### src/rtl/instructions_pkg.sv
// Instruction-level shared types used across the core.
// Latency: n/a (types only).
// Backpressure: n/a.
package instructions_pkg;

    // One architectural register value.
    typedef logic [31:0] arch_reg;

endpackage

### src/rtl/reg_file_pkg.sv
// Register-file constants, index type and small helpers.
// Latency: n/a (types only).
// Backpressure: n/a.
package reg_file_pkg;

    localparam int NUM_ARCH_REGS = 32;

    typedef logic [4:0] reg_addr_t;

    // x0 is hardwired; every other index is a real register.
    function automatic logic addr_live(input reg_addr_t a);
        return a != 5'd0;
    endfunction

endpackage

### src/rtl/reg_scoreboard.sv
// In-flight write counters per register, source busy flags and issue stall.
// Latency: busy/stall combinational from inputs and counters; counters update on clk.
// Backpressure: stall holds the presented instruction when a source is busy or the rd counter is full.
// Build option REG_FILE_BYPASS_EN: a same-cycle write-back retiring the last pending write clears busy.
import reg_file_pkg::*;

module reg_scoreboard #(
    parameter int PENDING_W = 2
) (
    input  logic       clk,
    input  logic       reset,
    input  logic [4:0] rs1_addr,
    input  logic [4:0] rs2_addr,
    output logic       rs1_busy,
    output logic       rs2_busy,
    input  logic       issue_valid,
    input  logic       issue_writes,
    input  logic [4:0] issue_rd,
    output logic       stall,
    input  logic       wb_valid,
    input  logic [4:0] wb_rd
);

    localparam logic [PENDING_W-1:0] CNT_ONE = 1;
    localparam logic [PENDING_W-1:0] CNT_MAX = '1;

    logic [PENDING_W-1:0] r_cnt [NUM_ARCH_REGS];

    logic [PENDING_W-1:0] w_cnt_rs1;
    logic [PENDING_W-1:0] w_cnt_rs2;
    logic                 w_rd_full;
    logic                 w_inc;
    logic                 w_dec;
    logic                 w_same;

    assign w_cnt_rs1 = r_cnt[rs1_addr];
    assign w_cnt_rs2 = r_cnt[rs2_addr];

    // Busy flags: outstanding writes, optionally forgiven by a retiring write-back.
    always_comb begin
        rs1_busy = addr_live(rs1_addr) && (w_cnt_rs1 != '0);
        rs2_busy = addr_live(rs2_addr) && (w_cnt_rs2 != '0);
`ifdef REG_FILE_BYPASS_EN
        if (wb_valid && (wb_rd == rs1_addr) && (w_cnt_rs1 <= CNT_ONE)) begin
            rs1_busy = 1'b0;
        end
        if (wb_valid && (wb_rd == rs2_addr) && (w_cnt_rs2 <= CNT_ONE)) begin
            rs2_busy = 1'b0;
        end
`endif
    end

    assign w_rd_full = issue_writes && addr_live(issue_rd) && (r_cnt[issue_rd] == CNT_MAX);
    assign stall     = issue_valid && (rs1_busy || rs2_busy || w_rd_full);

    assign w_inc  = issue_valid && !stall && issue_writes && addr_live(issue_rd);
    assign w_dec  = wb_valid && addr_live(wb_rd) && (r_cnt[wb_rd] != '0);
    assign w_same = w_inc && w_dec && (issue_rd == wb_rd);

    // Counter update; an issue and a retire on the same register cancel out.
    always_ff @(posedge clk) begin
        if (reset) begin
            for (int i = 0; i < NUM_ARCH_REGS; i++) begin
                r_cnt[i] <= '0;
            end
        end else begin
            if (w_inc && !w_same) begin
                r_cnt[issue_rd] <= r_cnt[issue_rd] + CNT_ONE;
            end
            if (w_dec && !w_same) begin
                r_cnt[wb_rd] <= r_cnt[wb_rd] - CNT_ONE;
            end
        end
    end

endmodule

### src/rtl/reg_file.sv
// 32-entry architectural register file with write scoreboard (x0 reads 0).
// Latency: reads combinational; write-back lands at the clock edge.
// Backpressure: stall from reg_scoreboard; build option REG_FILE_BYPASS_EN forwards wb_data to same-cycle reads.
import instructions_pkg::*;
import reg_file_pkg::*;

module reg_file #(
    parameter int PENDING_W = 2
) (
    input  logic       clk,
    input  logic       reset,
    input  logic [4:0] rs1_addr,
    input  logic [4:0] rs2_addr,
    output arch_reg    rs1_data,
    output arch_reg    rs2_data,
    output logic       rs1_busy,
    output logic       rs2_busy,
    input  logic       issue_valid,
    input  logic       issue_writes,
    input  logic [4:0] issue_rd,
    output logic       stall,
    input  logic       wb_valid,
    input  logic [4:0] wb_rd,
    input  arch_reg    wb_data
);

    arch_reg r_regs [NUM_ARCH_REGS];

    // Storage write; x0 is never written so it stays at its reset value.
    always_ff @(posedge clk) begin
        if (reset) begin
            for (int i = 0; i < NUM_ARCH_REGS; i++) begin
                r_regs[i] <= '0;
            end
        end else if (wb_valid && addr_live(wb_rd)) begin
            r_regs[wb_rd] <= wb_data;
        end
    end

    // Source reads, with x0 forced to zero and optional write-back forwarding.
    always_comb begin
        rs1_data = addr_live(rs1_addr) ? r_regs[rs1_addr] : '0;
        rs2_data = addr_live(rs2_addr) ? r_regs[rs2_addr] : '0;
`ifdef REG_FILE_BYPASS_EN
        if (wb_valid && addr_live(rs1_addr) && (wb_rd == rs1_addr)) begin
            rs1_data = wb_data;
        end
        if (wb_valid && addr_live(rs2_addr) && (wb_rd == rs2_addr)) begin
            rs2_data = wb_data;
        end
`endif
    end

    reg_scoreboard #(
        .PENDING_W (PENDING_W)
    ) u_scoreboard (
        .clk          (clk),
        .reset        (reset),
        .rs1_addr     (rs1_addr),
        .rs2_addr     (rs2_addr),
        .rs1_busy     (rs1_busy),
        .rs2_busy     (rs2_busy),
        .issue_valid  (issue_valid),
        .issue_writes (issue_writes),
        .issue_rd     (issue_rd),
        .stall        (stall),
        .wb_valid     (wb_valid),
        .wb_rd        (wb_rd)
    );

endmodule
### config.mk
export PLATFORM = sky130hd
export DESIGN_NAME = reg_file
export DESIGN_NICKNAME = d
export VERILOG_FILES = /design/src/rtl/instructions_pkg.sv /design/src/rtl/reg_file_pkg.sv /design/src/rtl/reg_scoreboard.sv /design/src/rtl/reg_file.sv
export SDC_FILE = /design/constraint.sdc
export NUM_CORES = 2
export LEC_CHECK = 0
export CAP_MARGIN = 10
export CORE_AREA = 2 2 389 391
export DETAILED_ROUTE_END_ITERATION = 10
export DIE_AREA = 0 0 391 393
export GPL_ROUTABILITY_DRIVEN = 0
export GPL_TIMING_DRIVEN = 0
export PLACE_DENSITY_LB_ADDON = 0.15
export SYNTH_ARGS = -nofsm -noshare
export SYNTH_HDL_FRONTEND = slang
export SYNTH_SLANG_ARGS = --single-unit
### constraint.sdc
create_clock -name clk -period 5.6 [get_ports clk]
set_input_delay 0.56 -clock clk [delete_from_list [all_inputs] [get_ports clk]]
set_output_delay 0.56 -clock clk [all_outputs]
set_load 0.005 [all_outputs]
==> metrics.md <==
| Metric | Value |
|---|---|
| Peak VDD IR | 0.0003115 V |
| Row count | 142 |
| Die footprint | between 150000 and 200000 um^2 |
| #FFs+latches synth | 1088 |
| Core area | between 100000 and 150000 um^2 |
| Vias per cell | between 6 and 7 |
| Routed len/inst | between 30 and 40 um |
| Fin Hold WS | approximately 0.58 ns |
| Clk_skew | roughly 0.018 ns |
| Iter 0 DRT Violations | between 5000 and 6000 |
| Crit start category | input pin |
| FF-to-FF path depth | 14 |
| Post-Syn Area per Cell | ~16 um^2 |
| Vias in the first global route | around 38000 |
| Drt drc | 0 |
| Final hold viol count | 0 |
| Critical path type | input pin to primary output |
| Mapped Area | between 50000 and 60000 um^2 |
| Crit-path cells | clkdlybuf4s50_1, buf_2, buf_2, clkdlybuf4s15_2, clkbuf_2, mux4_2, mux4_2, nand2_1, a21oi_2, clkdlybuf4s50_1 |
| Post-synth ARST share | 0% |
| Fin crit share | 100.4% |
| Cell variety after synth | 67 |
| P_leak | approximately 0.023 uW |
| Die Y | between 300 and 400 um |
| Tmin final | around 5.6 ns |
| GRT Total Usage | between 20 and 30% |
| Slew @ Worst Pin | 1.302 ns |
| Synthesized netlist cell count | 3815 |
| Die X | roughly 400 um |
| Power Density | between 200 and 300 nW/um^2 |
| Number of placed I/O pins | between 100 and 150 |
| DP Worst Slack | -1.210 ns |
| CTS Buffer Depth | 3 |
| Largest cells by area after synthesis | edfxtp_1 (55%), mux4_2 (26%), and2_1 (10%) |
| Worst Path Buf+Inv | 6 |
| Layout area overhead | 15.10% |
| Crit end category | primary output |
| Clock-pin transition on the worst setup and hold timing paths | roughly 0.06 ns |
| Clk sink count | between 1000 and 1500 |
| Post-synth EDFFs | about 1100 |
| Worst Hold Endpoint | u_scoreboard.r_cnt[23][1] |
| Hold buffer count at CTS | 0 |
| Post-synth top area share | roughly 55% |
| Worst hold path depth | 4 |
| Initial antenna violation count | 16 |
| Htree depth | 3 |
| First-pass GRT wire length | about 300000 um |
| Hold crit path type | input pin to flop |
| Final WS setup | -0.02103 ns |
| CP max stage cell | clkdlybuf4s50_1 |
| Status | complete, but fails checks |
| HPWL after DPL | about 170000 um |
| Via count of the routed design | between 30000 and 40000 |
| Congestion Overflow GR | 0 |
| Max cap viols | 0 |
| Clk_lat worst skew | roughly 0.76 ns |
| Post-CTS setup buffers | 0 |
| CTS tree | built |
| Final net count | between 4000 and 5000 |
| FMAX | around 180 MHz |
| Delay-heaviest family, CP | buffers and inverters |
| Filler cells | ~13000 |
| CTS buffer count | 119 |
| Largest net degree at the start of global routing | 22 |
| Worst R2R Start | u_scoreboard.r_cnt[10][0] |
| Detail Route Antenna Nets | 0 |
| Final wirelength | 218100 um |
| Internal reg-to-reg setup slack | between 0.7 and 0.8 ns |
| Worst reg2reg path endpoint | u_scoreboard.r_cnt[25][1] |
| Failing checks | negative setup slack |
| Cell taking the most area after synthesis | edfxtp_1 |
| Layout cells sized above 1 | approximately a quarter |
| Crit path arrival time | around 5 ns |
| Setup-failing EPs final | 1 |
| Top FF cell, synth | edfxtp_1 |
| Critical Path Fanout Max | 10 |
| Largest stage delay, worst path | between 0.6 and 0.7 ns |
| Register area share after synthesis | a little over half |
| Root buf cell | clkbuf_16 |
| Drt pass-1 iters | 6 |
| Input/output buffers | 109 |
| Slew margin rel. | around an eighth |
| Starting Density | between 30% and 40% |
| Synthesis warning total | 0 |
| Fin. max-slew vios | 0 |
| Worst min-delay path startpoint | issue_rd[4] |
| Required @ worst endpoint | 5.04 ns |
==> power breakdown <==
group	leakage (uW)	switching, uW	internal (uW)
combinational	0.0104	1680	1290
sequential	0.0104	227	9400
clock	0.00178	3440	4230
total	0.0226	5350	14900
==> worst min-delay path: cells and delay by family <==
kind	cells	cell delay, ns
AO/OA/AOI/OAI	1	0.10
buffers and inverters	1	0.22
AND/OR/NAND/NOR	2	0.28
==> per-stage QoR <==
| stage | instance area [um^2] | setup TNS, ns | power, uW | utilization [%] | instances |
|---|---|---|---|---|---|
| after floorplan | 59560 | 0 | 11310 | - | 3848 |
| after global placement | 63080 | -2962.24 | 12600 | 42.27 | 5901 |
| after detailed placement | 64500 | -106.90 | 12680 | 43.22 | 5953 |
| after CTS | 68270 | 0 | 20250 | 45.74 | 6179 |
| after global routing | 68410 | -0.0007248 | 20740 | 45.84 | 6185 |
| final | 68410 | -0.02103 | 20260 | 45.84 | 6186 |
==> what timing repair did <==
| item | 4_1_cts | 5_1_grt |
|---|---|---|
| gates resized for setup | 30 | 49 |
| endpoints found under the setup margin | 90 | 67 |
| cloned | 0 | 0 |
==> flip-flops by register name, indices dropped and copies added, names as in the netlist <==
| name | cells |
|---|---|
| r_regs | 1024 |
| u_scoreboard.r_cnt | 64 |
==> worst max-delay path by stage <==
stage                     cells after the start  slack [ns]         from                   endpoint
after global placement                        7       -3.98     wb_rd[0]             r_regs[13][17]
after detailed placement                     16       -1.21     wb_rd[4]  u_scoreboard.r_cnt[25][1]
after floorplan                              15        0.79  issue_rd[0]  u_scoreboard.r_cnt[27][0]
after global routing                         10     -0.0007  rs2_addr[1]               rs2_data[28]
final                                        10       -0.02  rs2_addr[1]               rs2_data[28]
after CTS                                    10       0.006  rs2_addr[1]               rs2_data[24]
==> synthesized netlist by cell type, types with 4 or more instances <==
master,number
a221o_1,16
mux4_2,679
or2_2,5
nor2b_1,7
buf_2,14
nor4_1,9
nor2_1,104
xnor2_1,5
o32ai_1,9
o2111a_1,4
nor3b_1,12
a22oi_1,15
buf_1,77
o22ai_1,26
a211o_1,6
nor3_1,20
edfxtp_1,1088
mux2i_1,32
and3_1,4
inv_1,4
o31a_1,4
nand2b_1,6
o21ai_1,10
nand3_1,20
nand4_1,7
nand2_1,128
clkbuf_1,330
and2_1,997
o21ai_0,55
nor4b_1,4
a21oi_1,36
or4_1,26
or3_1,10
==> final cells by class <==
class,instances,area [um^2],area share (%)
plain buffers,423,1723,2.518
well taps,1944,2432,3.555
diodes,1,2.502,0.003658
multi-input cells,2329,25620,37.45
repair buffers,167,2242,3.277
clock inverters,73,540.5,0.7901
inverters,7,30.03,0.04389
flip-flops and latches,1088,32670,47.76
clock buffers,154,3152,4.607
==> layer usage <==
layer | vias to the layer above | GRT usage (%) | wire length [um]
li1 | 15531 | - | -
met1 | 20319 | 39.25 | 88070
met2 | 2140 | 44.87 | 100900
met3 | 334 | 7.207 | 23330
met4 | 2 | 7.848 | 5826
met5 | - | 0 | 20
==> kinds of logic (layout without fill, tap and decap cells) <==
group	after synthesis	in the layout	synth area share, %
simple gates	1373	1373	13.56
flops	1088	1088	54.97
mux	711	711	26.27
buf+inv	431	824	2.787
compound gates	204	204	2.290
xor+xnor	5	5	0.07368
fa+ha+maj	2	2	0.04210
other cells	1	35	0.006309
==> cell usage in the layout, fill, tap and decap left out, types with 21 or more instances in the layout <==
master / Yosys / final
nor2_1: 104 / 104
o21ai_4: 0 / 31
buf_1: 77 / 61
edfxtp_1: 1088 / 1088
buf_12: 0 / 29
o21ai_0: 55 / 24
mux2i_1: 32 / 32
nand2_1: 128 / 128
mux4_2: 679 / 679
conb_1: 1 / 34
clkinv_2: 0 / 21
clkinv_1: 2 / 37
a21oi_1: 36 / 32
clkbuf_1: 330 / 330
or4_1: 26 / 26
and2_1: 997 / 997
clkdlybuf4s50_1: 0 / 109
o22ai_1: 26 / 26
clkbuf_16: 0 / 121
clkbuf_2: 0 / 40
Note: power is estimated with default switching activity, not from simulation.
